==> config.mk <==
export PLATFORM = sky130hd
export DESIGN_NAME = alu_issue
export DESIGN_NICKNAME = d
export VERILOG_FILES = /design/src/rtl/alu_issue.sv
export SDC_FILE = /design/constraint.sdc
export NUM_CORES = 1
export LEC_CHECK = 0
export ABC_AREA = 1
export CORE_MARGIN = 4
export CORE_UTILIZATION = 56
export DETAILED_ROUTE_END_ITERATION = 16
export PLACE_DENSITY = 0.85
export SYNTH_ARGS = -nofsm -noshare
export SYNTH_HDL_FRONTEND = slang
export SYNTH_SLANG_ARGS = --single-unit
==> constraint.sdc <==
create_clock -name clk -period 4.05 [get_ports clk]
set_clock_uncertainty 0.1 [all_clocks]
set_input_delay 0.405 -clock clk [delete_from_list [all_inputs] [get_ports clk]]
set_output_delay 0.405 -clock clk [all_outputs]
set_load 0.05 [all_outputs]
==> src/rtl/alu_issue.sv <==
// Issue/writeback controller wrapped around a combinational ALU: 4-entry register file, 3-cycle IDLE/READ/EXEC sequence.
// Define ALU_ISSUE_R0_ZERO_EN to hardwire r0 to zero.
module alu_issue #(
    parameter int N = 8
) (
    input  logic         clk,
    input  logic         rst_n,
    input  logic         in_valid,
    output logic         in_ready,
    input  logic [3:0]   in_op,
    input  logic [1:0]   in_rd,
    input  logic [1:0]   in_rs1,
    input  logic [1:0]   in_rs2,
    input  logic         in_use_imm,
    input  logic [N-1:0] in_imm,
    output logic [N-1:0] alu_a,
    output logic [N-1:0] alu_b,
    output logic [3:0]   alu_op,
    input  logic [N-1:0] alu_y,
    input  logic         alu_z,
    input  logic         alu_n,
    input  logic         alu_c,
    input  logic         alu_v,
    output logic [3:0]   flags,
    output logic         done,
    input  logic [1:0]   dbg_sel,
    output logic [N-1:0] dbg_data
);

    typedef enum logic [1:0] {IDLE, READ, EXEC} state_t;

    state_t       state, state_nx;
    logic [N-1:0] regs [4];

    logic [3:0]   h_op;
    logic [1:0]   h_rd, h_rs1, h_rs2;
    logic         h_use_imm;
    logic [N-1:0] h_imm;

    logic         latch_en, read_en, exec_en, wb_en;

    function automatic logic [N-1:0] rd_reg(input logic [1:0] idx);
`ifdef ALU_ISSUE_R0_ZERO_EN
        return (idx == 2'd0) ? '0 : regs[idx];
`else
        return regs[idx];
`endif
    endfunction

    // NOTE: every output of a combinational block gets a default first, so no path can infer a latch.
    always_comb begin
        state_nx = state;
        in_ready = 1'b0;
        latch_en = 1'b0;
        read_en  = 1'b0;
        exec_en  = 1'b0;
        case (state)
            IDLE: begin
                in_ready = 1'b1;
                if (in_valid) begin
                    latch_en = 1'b1;
                    state_nx = READ;
                end
            end
            READ: begin
                read_en  = 1'b1;
                state_nx = EXEC;
            end
            EXEC: begin
                exec_en  = 1'b1;
                state_nx = IDLE;
            end
            default: state_nx = IDLE;
        endcase
    end

`ifdef ALU_ISSUE_R0_ZERO_EN
    assign wb_en = exec_en && (h_rd != 2'd0);
`else
    assign wb_en = exec_en;
`endif

    assign dbg_data = rd_reg(dbg_sel);

    // NOTE: sequential state uses non-blocking assignments so every flop samples pre-edge values.
    always_ff @(posedge clk or negedge rst_n) begin
        if (!rst_n) begin
            state <= IDLE;
        end else begin
            state <= state_nx;
        end
    end

    always_ff @(posedge clk or negedge rst_n) begin
        if (!rst_n) begin
            h_op      <= '0;
            h_rd      <= '0;
            h_rs1     <= '0;
            h_rs2     <= '0;
            h_use_imm <= 1'b0;
            h_imm     <= '0;
            alu_a     <= '0;
            alu_b     <= '0;
            alu_op    <= '0;
            flags     <= '0;
            done      <= 1'b0;
        end else begin
            done <= exec_en;
            if (latch_en) begin
                h_op      <= in_op;
                h_rd      <= in_rd;
                h_rs1     <= in_rs1;
                h_rs2     <= in_rs2;
                h_use_imm <= in_use_imm;
                h_imm     <= in_imm;
            end
            // Operands are sampled here, one edge before writeback, so aliased rd always sees old values.
            if (read_en) begin
                alu_a  <= rd_reg(h_rs1);
                alu_b  <= h_use_imm ? h_imm : rd_reg(h_rs2);
                alu_op <= h_op;
            end
            if (exec_en) begin
                flags <= {alu_z, alu_n, alu_c, alu_v};
            end
        end
    end

    // NOTE: the register file is only four words, so it is flop-based and cleared by reset like any other state.
    always_ff @(posedge clk or negedge rst_n) begin
        if (!rst_n) begin
            for (int i = 0; i < 4; i++) regs[i] <= '0;
        end else if (wb_en) begin
            regs[h_rd] <= alu_y;
        end
    end

endmodule
==> results of run 1 <==
==> cell type report <==
cell class | instances | area [um2]
well taps | 77 | 96.34
multi-input cells | 350 | 1562
clock buffers | 12 | 155.1
flip-flops and latches | 78 | 1952
repair buffers | 70 | 695.7
fillers | 518 | 1812
clock inverters | 3 | 43.79
inverters | 38 | 142.6
==> synthesized netlist by cell type (all sizes together) <==
cell type  instances  area share
inv               34       0.034
nor2              52       0.056
o22ai              8       0.013
buf               19       0.036
o21ai             76        0.10
nand3             20       0.040
mux2               4       0.012
clkbuf             2      0.0020
dfrtp             78        0.51
clkinv             4      0.0040
a21oi              7      0.0092
nand2            183        0.18
==> layout by cell type (no fill, tap or decap) <==
master,Yosys,layout
inv_1,31,31
clkinv_1,4,4
dfrtp_1,78,78
bufinv_16,0,1
clkinv_4,0,1
clkbuf_8,0,11
inv_2,3,3
buf_4,1,2
clkdlybuf4s50_1,0,68
a21oi_1,7,7
nor2_2,1,1
nor2_8,1,1
clkinv_2,0,1
nand2_1,183,183
mux2_2,4,4
nand3_4,4,4
clkbuf_1,2,1
o21ai_0,60,60
nand3_1,16,16
o21ai_1,16,16
nor2_1,50,50
o22ai_1,8,8
==> metrics by stage <==
step	total power [uW]	instances	instance area [um2]	util
6_report	3642	628	4647	0.7195
4_1_cts	3645	628	4647	0.7195
3_5_place_dp	3054	613	4448	0.6887
5_1_grt	3875	628	4647	0.7195
2_1_floorplan	2488	487	3799	-
3_3_place_gp	3009	613	4448	0.6887
==> flip-flops by register name (all words and copies together) (netlist names) <==
name / cells
alu_b: 8
alu_op: 4
h_imm: 8
h_rs1: 2
alu_a: 8
h_op: 4
h_use_imm: 1
flags: 4
state: 2
h_rd: 2
regs: 32
done: 1
h_rs2: 2
==> cells by family (layout without fill, tap and decap cells) <==
kind of cell	count (synthesis)	in the layout
simple gates	255	255
mux	4	4
flops	78	78
buf+inv	59	123
compound gates	91	91
==> power by group through the flow <==
stage          clock network, uW  logic (uW)  registers [uW]
6_report                     584        1600            1460
5_1_grt                      623        1750            1500
4_1_cts                      592        1610            1450
3_5_place_dp                   0        1600            1460
3_3_place_gp                   0        1560            1450
2_1_floorplan                  0         787            1700
==> worst max path at each step <==
stage | start | end | slack, ps
6_report | dbg_sel[0] | dbg_data[0] | 840
5_1_grt | dbg_sel[0] | dbg_data[6] | 670
4_1_cts | dbg_sel[0] | dbg_data[0] | 880
3_5_place_dp | dbg_sel[0] | dbg_data[0] | 880
3_3_place_gp | dbg_sel[0] | dbg_data[0] | 930
2_1_floorplan | dbg_sel[0] | dbg_data[5] | 2000
==> worst max-delay path, cell delays in order <==
cell and delay (ps):
clkdlybuf4s50_1 670, inv_1 460, o21ai_0 140, o22ai_1 180
clkdlybuf4s50_1 850
==> metal layers <==
layer	up-vias	part of all wire
li1	1658	-
met1	1606	0.46
met2	160	0.46
met3	14	0.068
met4	0	0.014
met5	-	0
==> results.toml, run 1 <==
[clock_network]
cts_inserted_buffers = 9
h-tree-depth = 3
cts_buffer_depth = 2
cts_hold_buf = 0
cts_setup_buffers = 0
root_buffer = "clkbuf_8"
cts_resized = 0
cts_sinks = 78
insertion_delay_ps = 340
clk_pin_slew_ps = 80
cts_tree = "yes"

[synthesis]
syn_area_per_cell_um2 = 7.800
syn_nets = 523
synthCells = 487
yosys.area_share.simple = 0.2767
ys_ff_latch = 78
synthDistinctLibCells = 19
synth_compound_area_frac = 0.1225
synth_xor_area_frac = 0
synth_mux_area_frac = 0.01186
synth_top_family_by_area = "simple AND/OR/NAND/NOR gates"
synth_area_mm2 = 0.003799
yosys_warnings = 0
yosys.area_share.adder = 0
yosysSeqAreaShare = 0.5138

[sta]
setup_ws_ps = 842.3
setup_viol = 0
max_freq_mhz = 311.7
post-route-period-util = 0.7920
rsz0062_at_grt = "no"
final-hold-violation-count = 0
period_minus_slack_ps = 3208
relSlewSlack = 0.3585
tns_ps = 0
holdWs_ps = 101.1
slew_violations = 0
worst_pin_slew_ps = 962.3

[global_routing]
grt_util_met1 = 0.3406
grt.overflow.total = 0
grt_start_max_net_pins = 79
grt_busiest_layer = "met2"
grt_pass1_wl_mm = 16.01
grtUsageMet3 = 0.03917
track_usage = 0.2426
grt_pass1_vias = 3204
met2_usage = 0.3808
antenna_found_initial = 0

[worst_setup_path]
arrival_ps = 2700
reg2reg_depth = 5
rrSetupSlack_ps = 2160
worst_setup_path_start_kind = "input pin"
r2r-start = "h_rs1[0]"
crit_type = "in2out"
cp_data_required_time_ps = 3540
reg2reg_to = "alu_a[4]"
cp_max_fo = 17
end_kind = "output port"

[die]
die_w_um = 90.36
initial_utilization = 0.5881
std_cell_rows = 29
io-pin-count = 70
die_h_um = 90.36
dieArea_mm2 = 0.008165
core-area_mm2 = 0.006459

[place]
place.gp.congestion = 0.9416
dp_slack_ps = 883.5
place_hpwl_mm = 6.613
portBuffers = 69

[power]
p_per_area_mw_per_mm2 = 783.7
p_sw_frac = 0.4571
comb_power_share = 0.439
p_sw_uw = 1665
p_clk_frac = 0.160
p_seq_frac = 0.401
intPower_uw = 1977
power_leakage_uw = 0.002252
ir_drop_mv = 0.4468

[route]
via_per_inst = 5.475
vias = 3438
drt_wl_total_mm = 9.554
drt_iter0_drc = 242
dr.pass1.iters = 5
final_antenna_net_count = 0
wl_per_cell_um = 15.21
drcViolationCount = 0

[layout]
antennaDiodeCount = 0
drive_gt1_frac = 0.05263
nNetsFinal = 583
syn2layout_area_growth_pct = 22.33

[job]
drv_cap = 0

[hold_path]
hp-class = "in2async"

[outcome]
status = "finished clean"
Note: power is estimated with default switching activity, not from simulation.
==> run 2: changes to the inputs <==
Settings changed: CORE_UTILIZATION 56 to 47, PLACE_DENSITY 0.85 to 0.76.
Clock period 4.05 ns to 2.7 ns, I/O delays scaled along.
==> run 2 against run 1 <==
The flow now finishes with violations (hold timing); clock-buffer cell count is 1 higher; final cell count increased by 4.3%; routed wire length shrank 0.53%; first-iteration DRC count up 0.83%; combinational power is 57% higher; worst setup slack lost 280 ps; critical path type is now reg2out.
==> results.toml, run 2 (synthesis gave the netlist of run 1 again) <==
[layout]
syn2layout_area_growth_pct = 25.53
multi_input_area_mm2 = 0.001562
design_area_mm2 = 0.004768
largest_reg_flops = 32
drive_gt1_frac = 0.07233
final_cell_mix = "nand2_1 (183), dfrtp_1 (78), o21ai_0 (60), clkdlybuf4s50_1 (60), nor2_1 (50)"
nNetsFinal = 585
final_common_cell = "nand2_1"
antennaDiodeCount = 0
seq_area_mm2 = 0.001952
layout.cells.non_filler = 655
fillers = 705
regMostFlops = "regs"

[power]
p_per_area_mw_per_mm2 = 1158
power_leakage_uw = 0.002297
ir_drop_mv = 0.5888

[route]
drt_iter0_drc = 244
dr.pass1.iters = 5
final_antenna_net_count = 0
drt_wl_total_mm = 9.503
wl_per_cell_um = 14.51
via_per_inst = 5.208
vias = 3411
drcViolationCount = 0

[hold_path]
hp-class = "in2async"

[clock_network]
cts_resized = 0
root_buffer = "clkbuf_8"
h-tree-depth = 3
cts_sinks = 78
clk_pin_slew_ps = 70
cts_setup_buffers = 0
cts_hold_buf = 0
cts_tree = "yes"
insertion_delay_ps = 340
cts_inserted_buffers = 9
cts_buffer_depth = 2

[job]
drv_cap = 0

[sta]
rsz0062_at_grt = "no"
setup_ws_ps = 560.9
relSlewSlack = 0.3678
post-route-period-util = 0.7922
holdWs_ps = -20.77
max_freq_mhz = 467.5
tns_ps = 0
final-hold-violation-count = 63
worst_pin_slew_ps = 948.3
slew_violations = 0
period_minus_slack_ps = 2139
setup_viol = 0

[place]
dp_slack_ps = 590.1
place.gp.congestion = 0.8303
placed_cell_area_mm2 = 0.004574
place_hpwl_mm = 6.845
place_inst = 640
portBuffers = 69

[global_routing]
grt_pass1_wl_mm = 16.25
grt_pass1_vias = 3272
antenna_found_initial = 0
grt_start_max_net_pins = 79
track_usage = 0.2071
grt.overflow.total = 0

[die]
die_h_um = 97.90
die_w_um = 97.90
io-pin-count = 70
core-area_mm2 = 0.007807
initial_utilization = 0.4865
dieArea_mm2 = 0.009584
std_cell_rows = 32

[outcome]
violations = "hold timing"
status = "complete, but fails checks"

[worst_setup_path]
arrival_ps = 1770
critical_path_buf_inv_count = 1
crit_type = "reg2out"
worst_setup_path_start_kind = "flip-flop"
worst_path_dominant_cell_family = "buffers and inverters"
slowest_delay_ps = 820
cp_slowest_cell = "clkdlybuf4s50_1"
cp_max_fo = 3
end_kind = "output port"
cp_cell_sequence = "nor2_2, clkdlybuf4s50_1"
cp_data_required_time_ps = 2330
==> run 2: cell count changes in the layout (fill, tap and decap cells not counted), sizes merged <==
| cell | change |
|---|---|
| clkinvlp | +2 |
| clkinv | -2 |
| clkdlybuf4s50 | -8 |
| clkbuf | +1 |
| bufinv | -1 |
| buf | +10 |
==> run 2: final timing paths <==
| path | start | end | slack (ps) | cells after the start |
|---|---|---|---|---|
| worst max-delay path | state[0] | in_ready | 560 | 2 |
| worst min-delay path | rst_n | flags[3] | -20 | 1 |
| worst max register to register | h_rs2[0] | alu_b[6] | 1090 | 7 |
| worst min register to register | h_op[3] | alu_op[3] | 380 | 2 |
| max in group asynchronous | rst_n | regs[11] | 1920 | 1 |
| min in group clk | in_imm[7] | h_imm[7] | 370 | 3 |
==> run 2: metal layers <==
metal / track usage / up-vias / routed length (um)
met5: 0 / - / 0
met4: 0.07455 / 0 / 139
met3: 0.05500 / 17 / 785
met2: 0.3021 / 150 / 4140
met1: 0.2982 / 1568 / 4437
li1: - / 1676 / -
==> run 2: area by class of cell <==
| cell class | count | area share |
|---|---|---|
| Clock inverter | 2 | 0.003149 |
| Tap cell | 102 | 0.02676 |
| Multi-Input combinational cell | 350 | 0.3275 |
| Timing Repair Buffer | 72 | 0.1658 |
| Clock buffer | 13 | 0.03752 |
| Sequential cell | 78 | 0.4093 |
| Inverter | 38 | 0.02991 |
==> run 2: worst reg2reg max path, delay by kind of cell (launching register included) <==
family	cells	cell delay [ps]
flops	1	690
simple gates	6	450
buf+inv	1	260
==> run 2: metrics by stage <==
step	utilization	hold slack, ps	total power (uW)
2_1_floorplan	-	-125.6	3732
3_3_place_gp	0.5859	353.4	4628
3_5_place_dp	0.5859	359.3	4700
4_1_cts	0.6107	11.37	5535
5_1_grt	0.6107	50.57	5908
6_report	0.6107	-20.77	5520
==> run 2: power breakdown <==
group | total (uW) | switching [uW] | internal (uW)
clock network | 827 | 398 | 429
logic | 2520 | 1590 | 934
registers | 2170 | 521 | 1650
